$ cat src/rtl/rotary_addsub_pkg.sv
// Shared encodings for the rotary-entry add/sub block: entry phases, op-nibble
// bit positions and the operand nibble count.
package rotary_addsub_pkg;

  typedef enum logic [1:0] {
    PH_LOAD_A  = 2'd0,
    PH_LOAD_B  = 2'd1,
    PH_LOAD_OP = 2'd2,
    PH_SHOW    = 2'd3
  } phase_e;

  localparam int OP_SUB = 0;
  localparam int OP_SAT = 1;

  function automatic int nibs_of(input int width);
    return (width + 3) / 4;
  endfunction

endpackage

$ cat src/rtl/addsub_core.sv
// Combinational ripple add/sub: subtract is A + ~B + 1, so sub_i doubles as carry-in.
module addsub_core #(
  parameter int WIDTH = 8
) (
  input  logic [WIDTH-1:0] a_i,
  input  logic [WIDTH-1:0] b_i,
  input  logic             sub_i,
  output logic [WIDTH-1:0] sum_o,
  output logic             carry_o,
  output logic             msb_carry_in_o
);

  logic [WIDTH:0] c;

  assign c[0] = sub_i;

  for (genvar i = 0; i < WIDTH; i++) begin : g_bit
    one_bit_adder u_fa (
      .a_i (a_i[i]),
      .b_i (b_i[i] ^ sub_i),
      .c_i (c[i]),
      .s_o (sum_o[i]),
      .c_o (c[i+1])
    );
  end

  assign carry_o        = c[WIDTH];
  assign msb_carry_in_o = c[WIDTH-1];

endmodule

$ cat src/rtl/one_bit_adder.sv
// Single full-adder cell used to build the ripple chain.
module one_bit_adder (
  input  logic a_i,
  input  logic b_i,
  input  logic c_i,
  output logic s_o,
  output logic c_o
);

  assign s_o = a_i ^ b_i ^ c_i;
  assign c_o = (a_i & b_i) | (a_i & c_i) | (b_i & c_i);

endmodule

$ cat src/rtl/rotary_addsub_n.sv
// Rotary-entry WIDTH-bit adder/subtractor: A, B and an op nibble are entered one
// nibble per rotation step; the result is registered with carry and signed overflow.
module rotary_addsub_n
  import rotary_addsub_pkg::*;
#(
  parameter int WIDTH = 8
) (
  input  logic             clk,
  input  logic             reset,
  input  logic             step_evt,
  input  logic [3:0]       nib_in,
  input  logic             clear,
  output logic [WIDTH-1:0] sum,
  output logic             carry_out,
  output logic             overflow,
  output logic             result_valid,
  output logic [1:0]       phase,
  output logic [1:0]       nib_idx
);

  localparam int         NIBS     = nibs_of(WIDTH);
  localparam logic [1:0] LAST_IDX = 2'(NIBS - 1);

  phase_e           phase_q;
  logic [1:0]       idx_q;
  logic [WIDTH-1:0] a_q, b_q, sum_q;
  logic             carry_q, ovf_q, valid_q, prev_evt_q;

  logic             step;
  logic [WIDTH-1:0] load_d;
  logic [4*NIBS-1:0] load_wide;
  logic [WIDTH-1:0] core_sum, sum_d;
  logic             core_carry, core_msb_cin, ovf_d;

  assign step = step_evt & ~prev_evt_q;

  // Merge nib_in into the operand being entered; bits past WIDTH fall off the top.
  always_comb begin
    load_wide = '0;
    load_wide[WIDTH-1:0] = (phase_q == PH_LOAD_A) ? a_q : b_q;
    for (int k = 0; k < NIBS; k++) begin
      if (idx_q == 2'(k)) load_wide[4*k +: 4] = nib_in;
    end
    load_d = load_wide[WIDTH-1:0];
  end

  addsub_core #(.WIDTH(WIDTH)) u_core (
    .a_i            (a_q),
    .b_i            (b_q),
    .sub_i          (nib_in[OP_SUB]),
    .sum_o          (core_sum),
    .carry_o        (core_carry),
    .msb_carry_in_o (core_msb_cin)
  );

  // Saturation direction follows A's sign; carry stays the unsaturated one.
  always_comb begin
    ovf_d = core_carry ^ core_msb_cin;
    sum_d = core_sum;
    if (nib_in[OP_SAT] && ovf_d) begin
      sum_d = a_q[WIDTH-1] ? {1'b1, {(WIDTH-1){1'b0}}} : {1'b0, {(WIDTH-1){1'b1}}};
    end
  end

  // result_valid has no ready: it is high from the op step until the next step
  // out of SHOW (or clear/reset); sum/flags are meaningful only while it is high.
  always_ff @(posedge clk or posedge reset) begin
    if (reset) begin
      phase_q    <= PH_LOAD_A;
      idx_q      <= 2'd0;
      a_q        <= '0;
      b_q        <= '0;
      sum_q      <= '0;
      carry_q    <= 1'b0;
      ovf_q      <= 1'b0;
      valid_q    <= 1'b0;
      prev_evt_q <= 1'b1;
    end else begin
      prev_evt_q <= step_evt;
      if (clear) begin
        phase_q <= PH_LOAD_A;
        idx_q   <= 2'd0;
        a_q     <= '0;
        b_q     <= '0;
        sum_q   <= '0;
        carry_q <= 1'b0;
        ovf_q   <= 1'b0;
        valid_q <= 1'b0;
      end else if (step) begin
        case (phase_q)
          PH_LOAD_A: begin
            a_q <= load_d;
            if (idx_q == LAST_IDX) begin
              idx_q   <= 2'd0;
              phase_q <= PH_LOAD_B;
            end else begin
              idx_q <= idx_q + 2'd1;
            end
          end
          PH_LOAD_B: begin
            b_q <= load_d;
            if (idx_q == LAST_IDX) begin
              idx_q   <= 2'd0;
              phase_q <= PH_LOAD_OP;
            end else begin
              idx_q <= idx_q + 2'd1;
            end
          end
          PH_LOAD_OP: begin
            sum_q   <= sum_d;
            carry_q <= core_carry;
            ovf_q   <= ovf_d;
            valid_q <= 1'b1;
            phase_q <= PH_SHOW;
          end
          PH_SHOW: begin
            valid_q <= 1'b0;
            idx_q   <= 2'd0;
            phase_q <= PH_LOAD_A;
          end
        endcase
      end
    end
  end

  assign sum          = sum_q;
  assign carry_out    = carry_q;
  assign overflow     = ovf_q;
  assign result_valid = valid_q;
  assign phase        = phase_q;
  assign nib_idx      = idx_q;

endmodule
$ cat config.mk
export PLATFORM = sky130hd
export DESIGN_NAME = rotary_addsub_n
export DESIGN_NICKNAME = d
export VERILOG_FILES = /design/src/rtl/rotary_addsub_pkg.sv /design/src/rtl/addsub_core.sv /design/src/rtl/one_bit_adder.sv /design/src/rtl/rotary_addsub_n.sv
export SDC_FILE = /design/constraint.sdc
export NUM_CORES = 1
export LEC_CHECK = 0
export ABC_AREA = 1
export CAP_MARGIN = 20
export CORE_MARGIN = 3
export CORE_UTILIZATION = 40
export CTS_CLUSTER_DIAMETER = 30
export DETAILED_ROUTE_END_ITERATION = 16
export PLACE_DENSITY = 0.67
export SLEW_MARGIN = 15
export SYNTH_ARGS = -nofsm -noshare
export SYNTH_HDL_FRONTEND = slang
export SYNTH_SLANG_ARGS = --single-unit
$ cat constraint.sdc
create_clock -name clk -period 4.7 [get_ports clk]
set_input_delay 1.41 -clock clk [delete_from_list [all_inputs] [get_ports clk]]
set_output_delay 1.41 -clock clk [all_outputs]
set_load 0.005 [all_outputs]
==> results of run 1 <==
[layer usage]
| layer | track usage (%) | up-vias | part of all wire, % |
|---|---|---|---|
| met5 | 0 | - | 0 |
| met1 | 21.5 | 745 | 50 |
| li1 | - | 834 | - |
| met4 | 4.53 | 0 | 0.96 |
| met2 | 24.4 | 40 | 44 |
| met3 | 4.37 | 4 | 5.2 |
[registers in the layout (all words and copies together) (netlist names)]
name / count
a_q: 8
b_q: 8
carry_out: 1
nib_idx: 2
overflow: 1
phase: 2
prev_evt_q: 1
result_valid: 1
sum: 8
[metrics by stage]
stage               worst slack [ns]  setup TNS [ns]  hold slack (ns)
floorplan                     0.0426               0            0.465
global placement              -0.409           -3.38            0.461
detailed placement            -0.458           -3.84            0.462
CTS                            0.194               0            0.478
global route                   0.115               0            0.507
finish                         0.365               0            0.471
[worst min-delay path by stage]
stage,start,to,slack (ns),cells after the start
after floorplan,carry_out,carry_out,0.47,2
after global placement,sum[2],sum[2],0.46,2
after detailed placement,carry_out,carry_out,0.46,2
after CTS,carry_out,carry_out,0.48,2
after global routing,sum[0],sum[0],0.51,2
final,carry_out,carry_out,0.47,2
[synthesized netlist by cell type (all sizes together)]
master  count  area [um2]
xnor2       4        35.0
nand3      34         170
ha          4        50.1
fa          7         140
nand4      13        81.3
o21ai       4        35.0
xor2        4        35.0
dfrtp      31         776
buf         6        51.3
inv        28         113
nand2      92         363
dfstp       1        26.3
a21oi       6        30.0
nor2        8        70.1
[power breakdown]
part	switching, mW	total (mW)	leakage, nW	internal (mW)
sequential	0.0151	0.302	0.439	0.287
clock	0.104	0.224	0.0455	0.119
combinational	0.0985	0.159	0.739	0.0606
[what timing repair did]
| item | 4_1_cts | 5_1_grt |
|---|---|---|
| resized for setup | 3 | 6 |
| endpoints found under the setup margin | 8 | 8 |
| pin swaps | 1 | 1 |
| gates cloned | 0 | 0 |
| setup buffers | 1 | 0 |
[critical path: cells and delay by family]
family                     cells  cell delay [ns]
buffers and inverters          6             0.55
AOI/OAI and AO/OA              1             0.13
and+or+nand+nor                5             0.31
adders and majority gates      7             2.11
[final cells by class]
cell class	count	area [um2]
multi-input combinational	176	1040
sequential	32	802
timing repair buffer	30	275
clock buffer	8	90.1
inverter	28	113
fill	462	2160
tap	65	81.3
[logic make-up after synthesis]
kind of cell / after synthesis / synth area share (%)
adders and majority gates: 11 / 9.63
xor gates and xnor gates: 8 / 3.55
AOI/OAI and AO/OA: 10 / 3.29
DFF: 32 / 40.6
buffers and inverters: 34 / 8.30
and+or+nand+nor: 147 / 34.6
==> metrics.md, run 1 <==
| Metric | Value |
|---|---|
| Worst-case reg-to-reg path depth | 16 |
| Clock tree buffer depth | 2 |
| Cell Area, Synth | 1980 um2 |
| Drt pass-1 iters | 4 |
| Die area | 5820 um2 |
| Total power | 0.685 mW |
| Minimum clock period | 4.34 ns |
| F_max | 231 MHz |
| Startpoint types | input port |
| Antenna Cells | 0 |
| Initial Util | 43.3% |
| Routability cong. | 0.847 |
| Final hold vios | 0 |
| Syn Area/Cell | 8.16 um2 |
| Crit path DAT | 4.52 ns |
| Worst-Skew Late Latency | 0.29 ns |
| Avg WL per Cell | 12.3 um |
| Least-Margin Pin Slew | 0.686 ns |
| Core box area | 4560 um2 |
| Hold WC Path Type | reg -> reg |
| Crit path top cell by count | fa_2 |
| Detailed-route DRC error count | 0 |
| Slowest stage cell, crit path | fa_1 |
| Final design utilization | 52.6% |
| CTS root buf | clkbuf_8 |
| Synth unique cells | 26 |
| DPL Wire Length | 3020 um |
| Power per cell area | 285 nW/um2 |
| TritonCTS clock tree | yes |
| Final Setup Violations | 0 |
| Final Cycle Share | 92.2% |
| Mapped Nets | 261 |
| CP max FO | 7 |
| H-tree levels | 2 |
| Worst reg2reg startpoint | b_q[1] |
| Worst setup EP type | register |
| Total wire length | 4180 um |
| Detail Route Antenna Nets | 0 |
| Status | completed |
| WS Path Type | in -> reg |
| Initial antenna violation count | 0 |
| Row count | 24 |
| Share of layout cells above drive strength 1 | 14.6% |
| Yosys reg bits | 32 |
| Die height | 76.3 um |
| CP Launch Point | nib_in[0] |
| Reg2reg setup slack | 1.18 ns |
| Register area share after synthesis | 40.6% |
| RSZ-0062 raised after global routing | false |
| Initial DRC count | 80 |
| First-pass GRT wire length | 7440 um |
| Design area | 2400 um2 |
| Via Count | 1623 |
| Largest stage delay, worst path | 0.39 ns |
| Post-DR vias/cell | 4.79 |
| Port Buf Inserts | 22 |
| Post-CTS Hold Buffers | 0 |
| Fin cells | 339 |
| Largest net degree at the start of global routing | 33 |
| Worst EP required | 4.88 ns |
| DP Cell Count | 330 |
| Ys Warns | 0 |
| Grt ovf | 0 |
| Area added between synthesis and finish | 21.6% |
| Slew Viols, Final | 0 |
| R2R Path End | sum[0] |
| Commonest non-fill, non-tap cell in the layout | nand2_1 |
| Commonest non-fill, non-tap cells in the layout | 88 x nand2_1, 33 x nand3_1, 31 x dfrtp_1 |
| Maximum VDD drop | 0.165 mV |
| Slew headroom | 54.1% |
| Total track usage | 15.7% |
| CP endpoint | sum[0] |
| Placed inst area | 2290 um2 |
| Leakage | 1.22 nW |
| Max_cap viols | 0 |
| Critical Path, Cell by Cell | clkbuf_2 -> inv_2 -> nor2_1 -> a21oi_2 -> fa_1 -> inv_1 -> fa_2 -> fa_2 -> fa_2 -> fa_1 -> inv_1 -> fa_2 -> fa_2 -> inv_1 -> nand2_2 -> nand4_1 -> buf_4 -> nand3_1 -> nand2_1 |
| Clk slew on worst S/H paths | 0.07 ns |
| Vias in the first global route | 1657 |
| Post-Synthesis Cells | 242 |
| Total CTS buffers | 5 |
| Nets | 292 |
| Setup Skew | 0.00698 ns |
| Top-level port count | 23 |
| Die X | 76.3 um |
| CTS Sinks | 32 |
Power figures use the tool's default switching activity.
==> run 2: changes to the inputs <==
--- a/config.mk
+++ b/config.mk
@@ -7,11 +7,14 @@
 export LEC_CHECK = 0
 export ABC_AREA = 1
 export CAP_MARGIN = 20
+export CELL_PAD_IN_SITES_DETAIL_PLACEMENT = 1
+export CELL_PAD_IN_SITES_GLOBAL_PLACEMENT = 2
+export CORE_ASPECT_RATIO = 1.2
 export CORE_MARGIN = 3
-export CORE_UTILIZATION = 40
+export CORE_UTILIZATION = 33
 export CTS_CLUSTER_DIAMETER = 30
 export DETAILED_ROUTE_END_ITERATION = 16
-export PLACE_DENSITY = 0.67
+export PLACE_DENSITY = 0.86
 export SLEW_MARGIN = 15
 export SYNTH_ARGS = -nofsm -noshare
 export SYNTH_HDL_FRONTEND = slang
==> metrics.md, run 2 (same netlist as run 1, synthesis figures left out) <==
| Metric | Value |
|---|---|
| Slew headroom | 55.7% (was 54.1%) |
| Post-CTS Hold Buffers | 0 (unchanged) |
| Antenna Cells | 0 (unchanged) |
| Nets | 292 (unchanged) |
| Clock tree buffer depth | 2 (unchanged) |
| NetSw | 0.222 mW (was 0.218 mW) |
| Largest stage delay, worst path | 0.38 ns (was 0.39 ns) |
| Worst EP required | 4.88 ns (about the same) |
| Die height | 90.8 um (was 76.3 um) |
| Share of layout cells above drive strength 1 | 15.0% (was 14.6%) |
| Leakage | 1.22 nW (about the same) |
| Crit path top cell by count | fa_2 (unchanged) |
| Area added between synthesis and finish | 22.6% (was 21.6%) |
| Least-Margin Pin Slew | 0.662 ns (was 0.686 ns) |
| Core box area | 5740 um2 (was 4560 um2) |
| CTS Sinks | 32 (unchanged) |
| Int Power | 0.449 mW (was 0.467 mW) |
| Hold WC Path Type | reg -> reg (unchanged) |
| Die X | 76.6 um (was 76.3 um) |
| Total power | 0.671 mW (was 0.685 mW) |
| Clk slew on worst S/H paths | 0.07 ns (about the same) |
| Clock network fraction of design power | 30.5% (was 32.7%) |
| Delay-heaviest family, CP | adder cells (unchanged) |
| Commonest non-fill, non-tap cell in the layout | nand2_1 (unchanged) |
| Detailed-route DRC error count | 0 (unchanged) |
| First-pass GRT wire length | 8590 um (was 7440 um) |
| Via Count | 1678 (was 1623) |
| TritonCTS clock tree | yes (unchanged) |
| Critical Path, Cell by Cell | clkbuf_2 -> inv_2 -> nor2_1 -> a21oi_2 -> fa_2 -> inv_1 -> fa_2 -> fa_2 -> fa_2 -> fa_1 -> inv_1 -> fa_2 -> fa_2 -> inv_1 -> nand2_2 -> nand4_1 -> buf_6 -> nand3_1 -> nand2_1 (was clkbuf_2 -> inv_2 -> nor2_1 -> a21oi_2 -> fa_1 -> inv_1 -> fa_2 -> fa_2 -> fa_2 -> fa_1 -> inv_1 -> fa_2 -> fa_2 -> inv_1 -> nand2_2 -> nand4_1 -> buf_4 -> nand3_1 -> nand2_1) |
| Avg WL per Cell | 13.5 um (was 12.3 um) |
| RSZ-0062 raised after global routing | false (unchanged) |
| F_max | 229 MHz (was 231 MHz) |
| Grt ovf | 0 (unchanged) |
| Port Buf Inserts | 22 (unchanged) |
| Initial DRC count | 65 (was 80) |
| Initial Util | 34.4% (was 43.3%) |
| Minimum clock period | 4.38 ns (was 4.34 ns) |
| Fin Setup TNS | 0 ns (unchanged) |
| Post-DR vias/cell | 4.75 (was 4.79) |
| CP max FO | 7 (unchanged) |
| WP buf/inv | 6 (unchanged) |
| Worst setup EP type | register (unchanged) |
| Drt pass-1 iters | 4 (unchanged) |
| Status | completed (unchanged) |
| Detail Route Antenna Nets | 0 (unchanged) |
| DP Cell Count | 345 (was 330) |
| Reg2reg setup slack | 1.13 ns (was 1.18 ns) |
| Total CTS buffers | 5 (unchanged) |
| Final Cycle Share | 93.1% (was 92.2%) |
| Top-level port count | 23 (unchanged) |
| Commonest non-fill, non-tap cells in the layout | 88 x nand2_1, 33 x nand3_1, 31 x dfrtp_1 (unchanged) |
| Total track usage | 15.4% (was 15.7%) |
| Vias in the first global route | 1756 (was 1657) |
| WS Path Type | in -> reg (unchanged) |
| Slew Viols, Final | 0 (unchanged) |
| Final hold vios | 0 (unchanged) |
| Total wire length | 4780 um (was 4180 um) |
| Fin cells | 353 (was 339) |
| Startpoint types | input port (unchanged) |
| Sequential power share | 45.0% (was 44.1%) |
| Power per cell area | 277 nW/um2 (was 285 nW/um2) |
| Sw Ratio | 33.1% (was 31.8%) |
| Maximum VDD drop | 0.204 mV (was 0.165 mV) |
| Routability cong. | 0.738 (was 0.847) |
| Crit path DAT | 4.55 ns (was 4.52 ns) |
| Die area | 6950 um2 (was 5820 um2) |
| DPL Wire Length | 3610 um (was 3020 um) |
| Combinational Power Share | 24.5% (was 23.2%) |
| Max_cap viols | 0 (unchanged) |
| Layout fillers | 730 (was 462) |
| Row count | 30 (was 24) |
| CTS root buf | clkbuf_8 (unchanged) |
| Largest net degree at the start of global routing | 33 (unchanged) |
| H-tree levels | 2 (unchanged) |
| Slowest stage cell, crit path | fa_1 (unchanged) |
| Initial antenna violation count | 0 (unchanged) |
| Setup Skew | 0.00857 ns (was 0.00698 ns) |
| Worst-Skew Late Latency | 0.29 ns (about the same) |
| Final Setup Violations | 0 (unchanged) |
-- run 2: worst paths after layout --
check,to,cells after the start,start
setup / recovery,sum[4],19,nib_in[0]
hold / removal,sum[0],2,sum[0]
setup reg to reg,sum[4],17,b_q[0]
hold reg to reg,sum[0],2,sum[0]
max in group asynchronous,prev_evt_q,3,reset
min in group asynchronous,result_valid,3,reset
-- run 2: routing by layer --
layer / up-vias / wire length [um] / share of wire, % / track usage [%]
li1: 834 / - / - / -
met1: 815 / 2230 / 47 / 19.7
met2: 23 / 2360 / 49 / 26.0
met3: 6 / 120 / 2.5 / 2.89
met4: 0 / 72 / 1.5 / 4.98
met5: - / 0 / 0 / 0
-- run 2: final cells by class --
cell class | count | area, um2 | area share (%)
Tap cell | 80 | 100 | 4.13
Clock inverter | 1 | 5.00 | 0.207
Inverter | 28 | 113 | 4.65
Sequential cell | 32 | 802 | 33.1
Clock buffer | 6 | 72.6 | 3.00
Timing Repair Buffer | 30 | 279 | 11.5
Multi-Input combinational cell | 176 | 1050 | 43.4
-- run 2: power groups by stage --
stage | logic, mW | registers [mW] | clock network, mW
after floorplan | 0.124 | 0.300 | 0
after global placement | 0.160 | 0.306 | 0
after detailed placement | 0.164 | 0.306 | 0
after CTS | 0.166 | 0.301 | 0.211
after global routing | 0.191 | 0.304 | 0.222
final | 0.164 | 0.302 | 0.205
-- run 2: metrics by stage --
step	hold slack (ns)	instance area (um2)	setup WS, ns	utilization (%)
after CTS	0.481	2400	0.116	41.9
final	0.475	2420	0.325	42.2
after detailed placement	0.464	2310	-0.537	40.2
after global placement	0.461	2310	-0.442	40.2
after global routing	0.517	2420	0.114	42.2
after floorplan	0.465	1990	0.0426	-
-- run 2: repair_timing --
action	CTS	global route
setup endpoints to repair	8	8
pin swaps	2	4
buffers inserted	1	0
resized for setup	5	7
endpoints found under the hold margin	0	0
-- run 2: worst min-delay path, cell delays in order, from the launching register on --
cell,delay [ns]
dfrtp_1,0.34
nand2_1,0.05
nand2_1,0.05
